===== src/rtl/iori_pkg.sv =====
`default_nettype none
// +----------------------------------------------------------------------+
// | iori_pkg : state codes and frame counts shared with sprite renderer   |
// | Revision : 1.0                                                        |
// +----------------------------------------------------------------------+
package iori_pkg;

  typedef enum logic [7:0] {
    ST_STAND   = 8'd0,
    ST_ATTACK  = 8'd1,
    ST_MOVEL   = 8'd2,
    ST_MOVER   = 8'd3,
    ST_DEFENSE = 8'd4,
    ST_HURT    = 8'd5
  } state_t;

  localparam int C_STAND_FRAMES   = 8;
  localparam int C_FWD_FRAMES     = 10;
  localparam int C_BWD_FRAMES     = 9;
  localparam int C_ATTACK_FRAMES  = 6;
  localparam int C_DEFENSE_FRAMES = 1;
  localparam int C_HURT_FRAMES    = 5;

  function automatic logic [7:0] frames_of(state_t s);
    case (s)
      ST_ATTACK:  frames_of = 8'(C_ATTACK_FRAMES);
      ST_MOVEL:   frames_of = 8'(C_FWD_FRAMES);
      ST_MOVER:   frames_of = 8'(C_BWD_FRAMES);
      ST_DEFENSE: frames_of = 8'(C_DEFENSE_FRAMES);
      ST_HURT:    frames_of = 8'(C_HURT_FRAMES);
      default:    frames_of = 8'(C_STAND_FRAMES);
    endcase
  endfunction

endpackage
`default_nettype wire


===== src/rtl/frame_tick_gen.sv =====
`default_nettype none
// +----------------------------------------------------------------------+
// | frame_tick_gen : frame_clk resync, rising-edge tick, FRAME_DIV steps  |
// | Revision : 1.0                                                        |
// +----------------------------------------------------------------------+
module frame_tick_gen #(
  parameter int FRAME_DIV = 4
) (
  input  logic clk,
  input  logic rst,
  input  logic frame_clk,
  input  logic clr,
  output logic tick,
  output logic step
);

  localparam logic [3:0] C_LAST = 4'(FRAME_DIV - 1);

  // [1:0] is the synchroniser, [2] is the delayed copy for edge detect
  logic [2:0] r_sync;
  logic [3:0] r_cnt;

  always_ff @(posedge clk or posedge rst) begin
    if (rst) begin
      r_sync <= 3'd0;
      r_cnt  <= 4'd0;
    end else begin
      r_sync <= {r_sync[1:0], frame_clk};
      if (clr)
        r_cnt <= 4'd0;
      else if (tick)
        r_cnt <= (r_cnt == C_LAST) ? 4'd0 : r_cnt + 4'd1;
    end
  end

  assign tick = r_sync[1] & ~r_sync[2];
  assign step = tick & (r_cnt == C_LAST);

endmodule
`default_nettype wire


===== src/rtl/iori_anim_ctrl.sv =====
`default_nettype none
// +----------------------------------------------------------------------+
// | iori_anim_ctrl : player-2 sprite state, frame index and action pulses |
// | Revision : 1.0                                                        |
// +----------------------------------------------------------------------+
module iori_anim_ctrl #(
  parameter int FRAME_DIV      = 4,
  parameter int STAND_FRAMES   = 8,
  parameter int FWD_FRAMES     = 10,
  parameter int BWD_FRAMES     = 9,
  parameter int ATTACK_FRAMES  = 6,
  parameter int DEFENSE_FRAMES = 1,
  parameter int HURT_FRAMES    = 5
) (
  input  logic       Clk,
  input  logic       Reset,
  input  logic       frame_clk,
  input  logic       key_left,
  input  logic       key_right,
  input  logic       key_attack,
  input  logic       key_defend,
  input  logic       hit,
  output logic [7:0] character2_state,
  output logic [7:0] frame_num,
  output logic       move_l2,
  output logic       move_r2,
  output logic       attack,
  output logic       hurt,
  output logic       blocked
);

  import iori_pkg::*;

  state_t     r_state, w_next_state;
  logic [7:0] r_frame, w_next_frame;
  logic [7:0] w_frames, w_last;
  logic       r_hit_pending, w_hit;
  logic       w_tick, w_step, w_clr, w_blocked, w_oneshot, w_done;
  logic       r_move_l2, r_move_r2, r_attack, r_hurt, r_blocked;

  frame_tick_gen #(.FRAME_DIV(FRAME_DIV)) u_tick (
    .clk       (Clk),
    .rst       (Reset),
    .frame_clk (frame_clk),
    .clr       (w_clr),
    .tick      (w_tick),
    .step      (w_step)
  );

  always_comb begin
    case (r_state)
      ST_ATTACK:  w_frames = 8'(ATTACK_FRAMES);
      ST_MOVEL:   w_frames = 8'(FWD_FRAMES);
      ST_MOVER:   w_frames = 8'(BWD_FRAMES);
      ST_DEFENSE: w_frames = 8'(DEFENSE_FRAMES);
      ST_HURT:    w_frames = 8'(HURT_FRAMES);
      default:    w_frames = 8'(STAND_FRAMES);
    endcase
  end

  always_comb begin
    w_next_state = r_state;
    w_next_frame = r_frame;
    w_clr        = 1'b0;
    w_blocked    = 1'b0;
    w_last       = w_frames - 8'd1;
    w_hit        = r_hit_pending | hit;
    w_oneshot    = (r_state == ST_ATTACK) || (r_state == ST_HURT);
    w_done       = w_oneshot && w_step && (r_frame == w_last);

    if (w_tick) begin
      if (w_hit && (r_state != ST_HURT) && (r_state != ST_DEFENSE))
        w_next_state = ST_HURT;
      else if (w_hit && (r_state == ST_DEFENSE))
        w_blocked = 1'b1;
      else if (w_oneshot && !w_done)
        w_next_state = r_state;
      else if (key_attack)
        w_next_state = ST_ATTACK;
      else if (key_defend)
        w_next_state = ST_DEFENSE;
      else if (key_left ^ key_right)
        w_next_state = key_left ? ST_MOVEL : ST_MOVER;
      else
        w_next_state = ST_STAND;

      // A finished one-shot restarts at frame 0 even if it re-enters itself
      if ((w_next_state != r_state) || w_done) begin
        w_next_frame = 8'd0;
        w_clr        = 1'b1;
      end else if (w_step) begin
        w_next_frame = (r_frame == w_last) ? 8'd0 : r_frame + 8'd1;
      end
    end
  end

  always_ff @(posedge Clk or posedge Reset) begin
    if (Reset) begin
      r_state       <= ST_STAND;
      r_frame       <= 8'd0;
      r_hit_pending <= 1'b0;
      r_move_l2     <= 1'b0;
      r_move_r2     <= 1'b0;
      r_attack      <= 1'b0;
      r_hurt        <= 1'b0;
      r_blocked     <= 1'b0;
    end else begin
      r_state   <= w_next_state;
      r_frame   <= w_next_frame;
      if (w_tick)
        r_hit_pending <= 1'b0;
      else if (hit)
        r_hit_pending <= 1'b1;
      r_move_l2 <= w_tick && (w_next_state == ST_MOVEL);
      r_move_r2 <= w_tick && (w_next_state == ST_MOVER);
      r_attack  <= w_tick && (w_next_state == ST_ATTACK);
      r_hurt    <= w_tick && (w_next_state == ST_HURT);
      r_blocked <= w_blocked;
    end
  end

  assign character2_state = r_state;
  assign frame_num        = r_frame;
  assign move_l2          = r_move_l2;
  assign move_r2          = r_move_r2;
  assign attack           = r_attack;
  assign hurt             = r_hurt;
  assign blocked          = r_blocked;

endmodule
`default_nettype wire

===== config.mk =====
export PLATFORM = sky130hd
export DESIGN_NAME = iori_anim_ctrl
export DESIGN_NICKNAME = d
export VERILOG_FILES = /design/src/rtl/iori_pkg.sv /design/src/rtl/frame_tick_gen.sv /design/src/rtl/iori_anim_ctrl.sv
export SDC_FILE = /design/constraint.sdc
export NUM_CORES = 1
export LEC_CHECK = 0
export ABC_CLOCK_PERIOD_IN_PS = 4200
export CAP_MARGIN = 20
export CORE_UTILIZATION = 31
export DETAILED_ROUTE_END_ITERATION = 10
export SETUP_SLACK_MARGIN = 0.5
export SYNTH_ARGS = -nofsm -noshare
export SYNTH_HDL_FRONTEND = slang
export SYNTH_HIERARCHICAL = 1
export SYNTH_SLANG_ARGS = --single-unit

===== constraint.sdc =====
create_clock -name Clk -period 4.2 [get_ports Clk]
set_clock_uncertainty 0.2 [all_clocks]
set_input_delay 0.42 -clock Clk [delete_from_list [all_inputs] [get_ports Clk]]
set_output_delay 0.42 -clock Clk [all_outputs]
set_load 0.005 [all_outputs]

Word level (Yosys, flattened, before mapping)
Cells that the tools add are included.
- add/subtract/negate cells: 3
- equal/unequal tests: 14
- multiplexer cells: 23
- bitwise operators: 5
- reductions and logical operators: 17
- operator list (cell ; count):
    $mux W8 ; 8
    $eq A8 B2 Y1 const B ; 4
    $eq A8 B3 Y1 const B ; 3
    $pmux W4 S5 ; 1
    $eq A8 B1 Y1 const B ; 2
    $ne A8 B3 Y1 const B ; 2
    $mux W4 ; 3
    $logic_and A1 B1 Y1 ; 10
    $add A8 B1 Y8 const B ; 1
    $eq A8 B8 Y1 ; 1
    $mux W1 ; 8
    $ne A8 B8 Y1 ; 1
    $sub A8 B1 Y8 const B ; 1
    $mux W3 ; 2
    $reduce_bool A2 Y1 ; 3
    $add A4 B1 Y4 const B ; 1
    $eq A4 B2 Y1 const B ; 1
    $and A1 B1 Y1 ; 2
    $logic_or A1 B1 Y1 ; 2
    $mux W2 ; 1
    $reduce_and A2 Y1 ; 1
    $logic_not A1 Y1 ; 1
    $not A1 Y1 ; 1
    $or A1 B1 Y1 ; 1
    $xor A1 B1 Y1 ; 1
- register bits after elaboration: 29
- bits of input ports: 8
- output and inout bits: 21
- logic and storage cells: 72

Depth between registers and ports, before layout
- depth after elaboration: 16
- gate-level depth with buffers: 13
- gate-level depth less buffers: 12

Cells and area by module
The synthesis kept the hierarchy.
- by module, submodules not included (module ; instances ; cells each ; area each (um^2)):
    iori_anim_ctrl ; 1 ; 155 ; 1455.1
    frame_tick_gen ; 1 ; 22 ; 287.8

Least setup slack after synthesis
No wires, ideal clock.
- path kind: flip-flop to flip-flop
- start point: register r_state[4], in the netlist character2_state[4]
- end point: register r_hurt, in the netlist hurt
- setup time: 0.067 ns
- data arrival time: 3.011 ns
- data required time: 3.933 ns
- slack: 0.922 ns
- stages on the path, launching flop included: 12
- buffers on the path: 0
- path through: dfrtp_1 -> nor3_1 -> nand2_1 -> or3_1 -> and2_1 -> ha_1 -> xor2_1 -> nand4_1 -> or4b_1 -> o21ai_2 -> a2bb2oi_2 -> and3_1
- longest elaborated chain between the ends: 14
- RTL lines (what ; RTL line ; text):
    from (decl) ; iori_anim_ctrl.sv:34 ; state_t r_state, w_next_state;
    from (signal assigned) ; iori_anim_ctrl.sv:108 ; r_state <= w_next_state;
    $eq A8 B3 Y1 (tied with other cells) ; iori_anim_ctrl.sv:51, iori_anim_ctrl.sv:68 ;
    $pmux W4 S5 ; iori_anim_ctrl.sv:51 ; case (r_state)
    $sub A8 B1 Y8 ; iori_anim_ctrl.sv:66 ; w_last = w_frames - 8'd1;
    $eq A8 B8 Y1 ; iori_anim_ctrl.sv:69 ; w_done = w_oneshot && w_step && (r_frame == w_last);
    $logic_and A1 B1 Y1 ; iori_anim_ctrl.sv:69 ;
    $logic_not A1 Y1 ; iori_anim_ctrl.sv:76 ; else if (w_oneshot && !w_done)
    $logic_and A1 B1 Y1 ; iori_anim_ctrl.sv:76 ;
    $mux W8 ; iori_anim_ctrl.sv:76 ;
    $mux W8 ; iori_anim_ctrl.sv:74 ; else if (w_hit && (r_state == ST_DEFENSE))
    $mux W8 (*) ; iori_anim_ctrl.sv:72 ; if (w_hit && (r_state != ST_HURT) && (r_state != ST_DEFENSE))
    $mux W8 (*) (2 in series) ; iori_anim_ctrl.sv:71 ; if (w_tick) begin
    named net w_next_state[2] ; iori_anim_ctrl.sv:34 ;
    $eq A8 B3 Y1 (*) ; iori_anim_ctrl.sv:117 ; r_hurt <= w_tick && (w_next_state == ST_HURT);
    $logic_and A1 B1 Y1 (*) ; iori_anim_ctrl.sv:117 ;
    to (signal assigned) ; iori_anim_ctrl.sv:117 ;
    to (decl) ; iori_anim_ctrl.sv:39 ; logic r_move_l2, r_move_r2, r_attack, r_hurt, r_blocked;
The timed path passes the listed nets; every way through them passes the cells marked *. The select of a mux whose other input is x is not followed.
A chain may end at the register's enable or synchronous reset.

Final worst setup path
Ends and elaborated chain as after synthesis.

==> impl_metrics.json <==
{
  "overflow": 0,
  "power_leakage_nw": 0.981,
  "tns_ps": 0,
  "hold_viol": 0,
  "numClockSinks": 29,
  "arrival_ps": 3510,
  "holdBufCountCts": 0,
  "synth_top_area_cell": "dfrtp_1",
  "status": "finished, final reports clean",
  "avgRoutedWirePerCell_um": 13.5,
  "min_period_over_period_pct": 83.2,
  "yosysSeqAreaShare_pct": 41.6,
  "placed_area_um2": 2090,
  "hp-class": "reg2reg",
  "dieHeight_um": 77.0,
  "synth_seq_cells": 29,
  "synth_common_cells": "dfrtp_1, nor2_1, inv_1",
  "clockRootBuffer": "clkbuf_8",
  "power_density_nw_per_um2": 523,
  "ys_types": 54,
  "clockBufferDepth": 2,
  "drtIter0Drc": 47,
  "fin_crit_ps": 3490,
  "dr_total_vias": 1402,
  "drc": 0,
  "core_area_um2": 5270,
  "cp.required_ps": 4210,
  "drive_gt1_share_pct": 14.3,
  "max_cap_violations": 0,
  "netlist.area_leader.share_pct": 41.6,
  "cts_max_level": 2,
  "io_buffers": 28,
  "wirelength_mm": 3.79,
  "grtUsageTotal_pct": 14.3,
  "setup_slack_ps": 708,
  "ir_drop_mv": 0.274,
  "antenna_found_initial": 0,
  "end_kind": "flip-flop",
  "grt_pass1_wl_mm": 6.65,
  "final_area_um2": 2230,
  "cp_max_fo": 5,
  "dp_slack_ps": 588,
  "synthTopCellsByArea": "dfrtp_1, nor2_1, ha_1",
  "setup_viol": 0,
  "nets": 222,
  "grt_start_max_net_pins": 23,
  "area_delta_synth_final_pct": 27.8,
  "clock_latency_ps": 280,
  "synth_nets": 190,
  "syn_avg_cell_area_um2": 9.85,
  "dieArea_um2": 5930,
  "clock.fmax_ghz": 0.286,
  "synth.most_common_cell": "dfrtp_1",
  "rsz0062_at_grt": "false",
  "diodes": 0,
  "drv_slew": 0,
  "async_reset_ff_share_pct": 100,
  "synth_warnings": 6,
  "startpoint_type": "flip-flop",
  "gp_congestion": 0.791,
  "first_global_vias": 1373,
  "dieWidth_um": 77.0,
  "start_util_pct": 33.1,
  "dpl.hpwl_mm": 2.73,
  "synth_edf_count": 0,
  "ys.flop_type": "dfrtp_1",
  "relSlewSlack_pct": 42.3,
  "firstDrtPassIters": 4,
  "cts_tree": "built",
  "viasPerCell": 5.01,
  "worst_setup_hold_path_clk_slew_ps": 60,
  "fin_hold_ws_ps": 155,
  "synthesis.area_um2": 1740,
  "std_cell_rows": 26,
  "worstMarginPinSlew_ps": 865,
  "synthCells": 177,
  "ant_nets": 0,
  "ios": 29,
  "critical_path_class": "reg2reg",
  "power_mw": 1.16,
  "numCtsBuffers": 5
}
## power breakdown
part / internal (mW) / switching (mW)
Clock: 0.148 / 0.104
Sequential: 0.327 / 0.0633
Combinational: 0.260 / 0.261
## layout make-up
type                    instances  area (um^2)
clock buffers                   7         96.3
well taps                      70         87.6
fillers                       526         3040
clock inverters                 1         5.00
inverters                      14         52.6
multi-input cells             129          962
flip-flops and latches         29          728
repair buffers                 30          295
## timing repair
action / in CTS / in global routing
resized for setup: 0 / 8
setup endpoints to repair: 0 / 15
setup buffers: 0 / 0
## metal layers
layer  share of wire, %  global-route usage, %
met3                4.8                   3.93
met1                 50                   20.3
met4                1.5                   5.28
met5                  0                      0
met2                 44                   20.4
## cell usage in the layout, fill, tap and decap left out, types with 2 or more instances in the layout
cell type | netlist | final
a21oi_1 | 4 | 4
a32oi_1 | 2 | 2
and2_1 | 3 | 3
and3_1 | 5 | 5
buf_4 | 1 | 2
clkbuf_8 | 0 | 7
clkdlybuf4s50_1 | 0 | 28
dfrtp_1 | 29 | 27
dfrtp_2 | 0 | 2
ha_1 | 5 | 5
inv_1 | 14 | 14
mux2_2 | 2 | 2
mux2i_1 | 4 | 4
nand2_1 | 6 | 6
nand2b_1 | 4 | 4
nand3b_1 | 2 | 2
nand4_1 | 4 | 4
nor2_1 | 19 | 18
nor2_2 | 1 | 2
nor2b_1 | 4 | 4
nor3_1 | 6 | 5
nor3b_1 | 4 | 4
nor4_1 | 2 | 2
o21ai_0 | 6 | 6
o21bai_1 | 2 | 2
o22ai_1 | 5 | 5
o31ai_1 | 2 | 2
or3_1 | 3 | 3
xnor2_1 | 5 | 5
xor2_1 | 4 | 4
## registers in the layout, summed over array words and instances (netlist names)
signal	count
character2_state	8
frame_num	8
u_tick/r_cnt	4
u_tick/r_sync	3
attack	1
blocked	1
hurt	1
move_l2	1
move_r2	1
r_hit_pending	1
## cell families after synthesis
kind of cell    count (synthesis)  share of synthesized area, %
xor+xnor                        9                          4.52
simple gates                   75                          26.4
compound gates                 34                          15.0
mux                             6                          3.59
buf+inv                        19                          5.24
fa+ha+maj                       5                          3.59
flops                          29                          41.6
## worst max-delay path: stages (launching register included)
cell	delay, ps
dfrtp_1	430
nor3_4	250
nand2_1	140
or3_1	390
and2_1	170
ha_1	290
xor2_1	140
nand4_1	200
or4b_1	620
o21ai_4	240
a2bb2oi_2	190
and3_1	170
## through the flow
step	utilization [%]	std cells
after floorplan	-	177
after global placement	39.6	272
after detailed placement	39.6	272
after CTS	41.5	280
after global routing	42.3	280
final	42.3	280
## worst paths after layout
check	startpoint	endpoint	slack, ps	depth (start not counted)
max reg2reg	character2_state[4]$_DFF_PP0_	hurt$_DFF_PP0_	710	11
max	character2_state[4]$_DFF_PP0_	hurt$_DFF_PP0_	710	11
min	u_tick/r_sync[0]$_DFF_PP0_	u_tick/r_sync[1]$_DFF_PP0_	150	0
min reg2reg	u_tick/r_sync[0]$_DFF_PP0_	u_tick/r_sync[1]$_DFF_PP0_	150	0
min in group asynchronous	Reset	u_tick/r_sync[1]$_DFF_PP0_	190	2
max in group asynchronous	Reset	character2_state[2]$_DFF_PP0_	2760	2
Power figures use the tool's default switching activity.
